**src/rtl/lfsr_pkg.sv**
```systemverilog
// rtl/lfsr_pkg.sv - shared constants and state encoding for the LFSR index finder
package lfsr_pkg;
    localparam int LFSR_WIDTH = 8;
    localparam int LFSR_SEED  = 1;

    typedef enum logic [2:0] {
        IDLE   = 3'd0,
        LOAD   = 3'd1,
        SCAN   = 3'd2,
        SEARCH = 3'd3,
        DONE   = 3'd4
    } state_t;
endpackage

```
**src/rtl/lfsr_index_finder_step.sv**
```systemverilog
// rtl/lfsr_index_finder_step.sv - one combinational LFSR step, bit-identical to pseudo's num update
module lfsr_step #(
    parameter int WIDTH = 8,
    localparam int TW   = $clog2(WIDTH)
) (
    input  logic [WIDTH-1:0] num,
    input  logic [TW-1:0]    tap0,
    input  logic [TW-1:0]    tap1,
    output logic [WIDTH-1:0] num_next
);
    assign num_next = {num[WIDTH-2:0], num[tap0] ^ num[tap1]};
endmodule

```
**src/rtl/lfsr_index_finder.sv**
```systemverilog
// rtl/lfsr_index_finder.sv - replays the pseudo LFSR from seed 1 and reports the step at which target appears
module lfsr_index_finder
    import lfsr_pkg::*;
#(
    parameter int WIDTH     = LFSR_WIDTH,
    parameter int MAX_STEPS = 255
) (
    input  logic             clk,
    input  logic             rst_n,
    input  logic             start,
    input  logic [WIDTH-1:0] sw_in,
    input  logic [WIDTH-1:0] target,
    output logic [WIDTH-1:0] index,
    output logic             found,
    output logic             bad_taps,
    output logic             busy,
    output logic             done
);
    localparam int TW = $clog2(WIDTH);
    localparam logic [WIDTH-1:0] SEED   = WIDTH'(LFSR_SEED);
    localparam logic [WIDTH-1:0] MAX_J  = WIDTH'(MAX_STEPS);
    localparam logic [TW-1:0]    LAST_I = TW'(WIDTH - 1);

    state_t           state, state_nxt;
    logic [WIDTH-1:0] mask_sh, tgt, num, num_next, j;
    logic [TW-1:0]    tap0, tap1, i;
    logic [1:0]       tcnt, tcnt_nxt;
    logic             hit, wrapped, limit;

    lfsr_step #(.WIDTH(WIDTH)) u_step (
        .num      (num),
        .tap0     (tap0),
        .tap1     (tap1),
        .num_next (num_next)
    );

    assign hit      = (num == tgt);
    assign wrapped  = (j != '0) && (num == SEED);
    assign limit    = (j == MAX_J);
    assign tcnt_nxt = (mask_sh[0] && tcnt != 2'd2) ? tcnt + 2'd1 : tcnt;

    // Controller
    always_ff @(posedge clk or negedge rst_n) begin
        if (!rst_n) state <= IDLE;
        else        state <= state_nxt;
    end

    always_comb begin
        state_nxt = state;
        busy      = 1'b0;
        done      = 1'b0;
        case (state)
            IDLE:   if (start) state_nxt = LOAD;
            LOAD: begin
                busy      = 1'b1;
                state_nxt = SCAN;
            end
            SCAN: begin
                busy = 1'b1;
                if (i == LAST_I) state_nxt = (tcnt_nxt < 2'd2) ? DONE : SEARCH;
            end
            SEARCH: begin
                busy = 1'b1;
                if (hit || wrapped || limit) state_nxt = DONE;
            end
            DONE: begin
                done      = 1'b1;
                state_nxt = IDLE;
            end
            default: state_nxt = IDLE;
        endcase
    end

    // Datapath
    always_ff @(posedge clk or negedge rst_n) begin
        if (!rst_n) begin
            mask_sh  <= '0;
            tgt      <= '0;
            num      <= SEED;
            j        <= '0;
            tap0     <= '0;
            tap1     <= '0;
            tcnt     <= '0;
            i        <= '0;
            index    <= '0;
            found    <= 1'b0;
            bad_taps <= 1'b0;
        end else begin
            case (state)
                IDLE: if (start) begin
                    mask_sh <= sw_in;
                    tgt     <= target;
                end
                LOAD: begin
                    found    <= 1'b0;
                    bad_taps <= 1'b0;
                    index    <= '0;
                    num      <= SEED;
                    j        <= '0;
                    i        <= '0;
                    tcnt     <= '0;
                end
                SCAN: begin
                    if (mask_sh[0]) begin
                        if (tcnt == 2'd0)      tap0 <= i;
                        else if (tcnt == 2'd1) tap1 <= i;
                    end
                    tcnt    <= tcnt_nxt;
                    mask_sh <= mask_sh >> 1;
                    i       <= i + 1'b1;
                    if (i == LAST_I && tcnt_nxt < 2'd2) bad_taps <= 1'b1;
                end
                SEARCH: begin
                    // Match takes priority over both give-up conditions.
                    if (hit) begin
                        found <= 1'b1;
                        index <= j;
                    end else if (!(wrapped || limit)) begin
                        num <= num_next;
                        j   <= j + 1'b1;
                    end
                end
                default: ;
            endcase
        end
    end
endmodule

```
**config.mk**
```make
export PLATFORM = sky130hd
export DESIGN_NAME = lfsr_index_finder
export DESIGN_NICKNAME = d
export VERILOG_FILES = /design/src/rtl/lfsr_pkg.sv /design/src/rtl/lfsr_index_finder_step.sv /design/src/rtl/lfsr_index_finder.sv
export SDC_FILE = /design/constraint.sdc
export NUM_CORES = 1
export LEC_CHECK = 0
export ABC_CLOCK_PERIOD_IN_PS = 2800
export BUFFER_PORTS_ARGS = -buffer_cell sky130_fd_sc_hd__buf_2
export CAP_MARGIN = 20
export CORE_UTILIZATION = 55
export DETAILED_ROUTE_END_ITERATION = 6
export PLACE_DENSITY = 0.76
export SYNTH_ARGS = -nofsm -noshare
export SYNTH_HDL_FRONTEND = slang
export SYNTH_SLANG_ARGS = --single-unit
```
**constraint.sdc**
```tcl
create_clock -name clk -period 2.8 [get_ports clk]
set_input_delay 0.28 -clock clk [delete_from_list [all_inputs] [get_ports clk]]
set_output_delay 0.28 -clock clk [all_outputs]
set_load 0.05 [all_outputs]
```
# After elaboration in Yosys (flattened, before gate mapping)
# Cells that the tools add are included.
totals:
  ff_bits: 56
  elab_cells: 86
classes:
  order_cmp: 3
  reduce_logical: 21
  n_mux: 28
  add_sub_neg: 3
  n_bitwise: 2
  n_eq_ne: 17
ops:
  columns: ["operator", "count"]
  rows:
  - ["8-bit case mux with 2 select lines", 4]
  - ["8-bit two-way mux", 6]
  - ["2-bit inequality test (second input constant)", 8]
  - ["3-bit two-way mux", 4]
  - ["3-bit case mux with 4 select lines", 1]
  - ["3-bit AND reduction", 3]
  - ["8-bit by 1-bit adder with 8-bit output (second input constant)", 1]
  - ["8-bit by 1-bit equality test with 1-bit output (second input constant)", 1]
  - ["8-bit equality test", 1]
  - ["8-bit equality test (second input constant)", 1]
  - ["3-bit by 4-bit less-than comparator with 1-bit output (second input constant)", 2]
  - ["2-bit AND reduction", 4]
  - ["8-bit nonzero test", 1]
  - ["1-bit binary-select mux with 3-bit select", 2]
  - ["3-bit by 2-bit equality test with 1-bit output (second input constant)", 2]
  - ["3-bit equality test (second input constant)", 2]
  - ["1-bit two-way mux", 6]
  - ["3-bit case mux with 2 select lines", 1]
  - ["2-bit nonzero test", 3]
  - ["1-bit case mux with 2 select lines", 2]
  - ["2-bit case mux with 2 select lines", 1]
  - ["4-bit AND reduction", 1]
  - ["3-bit by 1-bit adder with 3-bit output (second input constant)", 1]
  - ["3-bit by 1-bit equality test with 1-bit output (second input constant)", 1]
  - ["11 further kinds", 15]

# Logic depth before layout (Yosys ltp)
logic_depth:
  ltp_word: 7
  depth_mapped: 9
  ltp_nobuf: 7

# By module
# From an unflattened synthesis, not the netlist that was laid out.
hier_totals:
  cells_unflattened: 266
  area_unflattened_um2: 2887.8
modules_own_cells:
  columns: ["mod", "cells_each", "area_per_inst_um2", "instances", "seq_area_each_um2"]
  rows:
  - ["lfsr_index_finder", 252, 2708.8, 1, 1402.6]
  - ["lfsr_step", 14, 178.9, 1, 0.0]

# Worst setup path before layout
# No wires, ideal clock.
synth_timing:
  kind: "reg-to-reg"
  startpoint: "reg j[0]"
  endpoint: "reg state[2]"
  required_time_ns: 2.680
  t_arrival_ns: 1.830
  slack_ns: 0.850
  path_buffers: 2
  path_stages_with_launch: 10
  path_cell_list: "dfrtp_1 -> inv_1 -> ha_1 -> nor4b_2 -> a211oi_1 -> a311o_2 -> or2_1 -> buf_6 -> buf_6 -> o211a_1"
synth_via:
  elab_chain_len: 6
  elab_cells_between_ends: 7
  cone_classes: "eq/ne (2); reduce/logical (5)"
synth_rtl:
  columns: ["element", "line", "source"]
  rows:
  - ["from (decl)", "lfsr_index_finder.sv:25", "logic [WIDTH-1:0] mask_sh, tgt, num, num_next, j;"]
  - ["from (signal assigned)", "lfsr_index_finder.sv:120", "j <= j + 1'b1;"]
  - ["8-bit nonzero test", "lfsr_index_finder.sv:38", "assign wrapped = (j != '0) && (num == SEED);"]
  - ["1-bit logical AND", "lfsr_index_finder.sv:38", null]
  - ["1-bit logical OR", "lfsr_index_finder.sv:64", "if (hit || wrapped || limit) state_nxt = DONE;"]
  - ["1-bit logical OR (*)", "lfsr_index_finder.sv:64", null]
  - ["2-bit inequality test (no line) (*)", null, null]
  - ["3-bit AND reduction (no line) (*)", null, null]
  - ["to (signal assigned)", "lfsr_index_finder.sv:45", "else state <= state_nxt;"]
  - ["to (decl)", "lfsr_index_finder.sv:24", "state_t state, state_nxt;"]
# Every way passes the cells marked *; elsewhere a longest branch is shown, timed or not.
# A chain may end at the register's enable or synchronous reset.

# Final worst setup path
layout_timing:
  startpoint: "reg num[1]"
  endpoint: "reg num[1]"
layout_via:
  elab_chain_len: 5
  elab_cells_between_ends: 7
  cone_classes: "eq/ne (4); reduce/logical (3)"
layout_rtl:
  columns: ["element", "line", "source"]
  rows:
  - ["from (decl)", "lfsr_index_finder.sv:25", null]
  - ["from (signal assigned)", "lfsr_index_finder.sv:119", "num <= num_next;"]
  - ["8-bit by 1-bit equality test with 1-bit output", "lfsr_index_finder.sv:38", null]
  - ["1-bit logical AND", "lfsr_index_finder.sv:38", null]
  - ["1-bit logical OR", "lfsr_index_finder.sv:118", "end else if (!(wrapped || limit)) begin"]
  - ["2-bit inequality test (no line)", null, null]
  - ["3-bit AND reduction (no line) (*)", null, null]
# Marks and branches as above.

==> impl_metrics.yaml <==
die:
  num_rows: 25
  start_util: 0.580
  die_w_um: 73.1
  fp.dieH_um: 73.1
  core_mm2: 0.00479
  die_area_mm2: 0.00534
  pin_count: 31
clock_tree:
  cts_buffers: 5
  cts.sinks: 56
  htree_levels: 2
  clk_pin_slew_ps: 110
  post-cts-setup-buffer-count: 0
  clockRootBuffer: "clkbuf_8"
  worst_skew_pair.late_latency_ps: 320
  clockBufferDepth: 2
  cts_tree: "done"
synth:
  ys_ff_latch: 56
  synth_compound_area_frac: 0.114
  synth_ff_type: "dfrtp_1"
  yosys.area.top_type_share: 0.496
  synth_top_area_cell: "dfrtp_1"
  synth_cell_types: 46
  yosysWarnings: 0
  synth_area_per_cell_um2: 10.1
  synthMuxAreaShare: 0.0928
  ys_top_cells_by_area: "dfrtp_1 50%, nand2_1 7.7%, mux2i_1 3.6%"
  synth_fa_ha_area_frac: 0.0315
  postSynth.asyncResetShare: 1.00
  yosys-top-cells-count: "57 x nand2_1, 55 x dfrtp_1, 18 x nor2_1"
  synthSimpleGateAreaFrac: 0.188
  synth_edf_count: 0
  yosysSeqAreaShare: 0.505
  yosysMostFrequentCell: "nand2_1"
  synthCells: 274
  syn_nets: 300
  synth_xor_area_frac: 0.0284
  synth_area_mm2: 0.00278
  synth_top_family_by_area: "simple AND/OR/NAND/NOR gates"
sta:
  hold_viol: 0
  slew_headroom: 0.396
  fin_crit_ps: 2310
  setup-violations-final: 0
  finalWorstSetupSlack_ps: 489
  fin_skew_ps: 14.5
  grt_setup_unrepaired: "no"
  hold_ws_ps: 138
  tightest_slew_ps: 904
  max_freq_mhz: 433
  fin_crit_sh: 0.825
  setup_tns_ps: 0
  slew_viol_final: 0
status:
  status: "finished, final reports clean"
placement:
  placed_area_mm2: 0.00299
  place_ws_ps: 508
  hpwl_mm: 3.88
  portBuffers: 30
  dp.cells: 365
  place_congestion: 0.850
pwr:
  power_frac_seq: 0.446
  pwr-share-clk: 0.153
  p_int_mw: 1.81
  p_per_area_mw_per_mm2: 973
  pwr-share-comb: 0.401
  cellLeakagePower_nw: 1.52
  ir_drop_uv: 535
  p_sw_frac: 0.405
  total_power_mw: 3.03
  switchingPower_mw: 1.23
global_routing:
  grt_pass1_vias: 1941
  antenna_found_initial: 0
  gr-total-overflow: 0
  grt_pass1_wl_mm: 9.09
  track_usage: 0.227
  grt_max_degree: 48
route:
  vias_per_cell: 5.49
  wl_per_cell_um: 14.3
  routed_wl_mm: 5.35
  drcViolationCount: 0
  vias: 2059
  first_iter_violations: 130
  ant_nets: 0
  detail_route.first_pass.iterations: 4
worst_setup_path:
  arrival_ps: 2550
  crit_path_max_fanout: 16
  slowest_stage: "or4_1"
  worstSetupPathType: "reg -> reg"
  worstPathCellList: "or4_1 > a211oi_1 > a311o_2 > or2_1 > buf_4 > mux2i_1"
  crit_required_ps: 3040
  end_kind: "flip-flop"
  cpPeakStageDelay_ps: 550
  critPathLaunchType: "flip-flop"
final_layout:
  fillerInstances: 418
  drive_above_1_share: 0.195
  fin_area_mm2: 0.00312
  syn_to_final_growth_pct: 12.3
  final_util: 0.652
  nNetsFinal: 333
  diodes: 0
  finalNonFillerCells: 375
min_path:
  min_path_type: "in -> reg"
flow_run:
  max_cap_violations: 0
[layout by cell type (no fill, tap or decap), types with 3 or more instances in the layout]
| master | count |
|---|---|
| nor3_1 | 4 |
| or4_1 | 3 |
| buf_2 | 30 |
| dfrtp_1 | 55 |
| a22o_1 | 3 |
| buf_4 | 6 |
| mux4_2 | 4 |
| nand3_1 | 6 |
| nor2_1 | 18 |
| nand2b_1 | 4 |
| ha_1 | 7 |
| nor2b_1 | 3 |
| mux2i_1 | 10 |
| and2_1 | 4 |
| o211ai_1 | 5 |
| xnor2_1 | 8 |
| mux2_2 | 6 |
| a21o_1 | 3 |
| o22ai_1 | 8 |
| nand2_1 | 57 |
| o31ai_1 | 3 |
| clkbuf_8 | 5 |
| inv_1 | 13 |
| o21ai_0 | 12 |
[cells by family (layout without fill, tap and decap cells)]
group | after synthesis | count (layout)
adders and majority gates | 7 | 7
DFF | 56 | 56
AOI/OAI and AO/OA | 46 | 46
buffers and inverters | 25 | 59
and+or+nand+nor | 111 | 111
xor gates and xnor gates | 9 | 9
muxes | 20 | 20
[sequential cells by signal, indices dropped and copies added (netlist names)]
register,cells
bad_taps,1
found,1
i,3
index,8
j,8
mask_sh,8
num,8
state,3
tap0,3
tap1,3
tcnt,2
tgt,8
[power by group through the flow]
stage	sequential (mW)	clock, mW	combinational, mW
after floorplan	1.30	0	0.997
after global placement	1.35	0	1.19
after detailed placement	1.37	0	1.22
after CTS	1.35	0.477	1.23
after global routing	1.39	0.504	1.36
final	1.35	0.463	1.22
[path summary, 6_finish.rpt]
check	startpoint	to	depth (start not counted)	slack [ps]
setup / recovery	num[1]	num[1]	6	490
hold / removal	target[2]	tgt[2]	3	140
setup reg to reg	num[1]	num[1]	6	490
hold reg to reg	found	found	1	490
max in group asynchronous	rst_n	state[2]	4	1670
min in group asynchronous	rst_n	index[2]	2	420
[per-layer routing]
metal / part of all wire / vias up / track usage
li1: - / 1019 / -
met1: 0.49 / 1000 / 0.313
met2: 0.48 / 33 / 0.367
met3: 0.023 / 7 / 0.0373
met4: 0.013 / 0 / 0.0719
met5: 0 / - / 0
[timing repair]
action,4_1_cts,5_1_grt
setup endpoints to repair,0,0
hold buffers,0,1
hold endpoints to repair,0,18
gates resized for setup,0,0
[cell type report]
type                    count  area (µm²)  share of cell area
clock inverters             3        26.3             0.00843
multi-input cells         193        1260               0.405
flip-flops and latches     56        1400               0.450
well taps                  67        83.8              0.0269
clock buffers               5        68.8              0.0221
repair buffers             38         225              0.0722
inverters                  13        48.8              0.0157
[worst max-delay path, delay by kind of cell, from the launching register on]
kind / cells / cell delay (ps)
AND/OR/NAND/NOR: 2 / 810
multiplexers: 1 / 200
flip-flops: 1 / 450
AO/OA/AOI/OAI: 2 / 550
buffers and inverters: 1 / 240
Power figures use the tool's default switching activity.
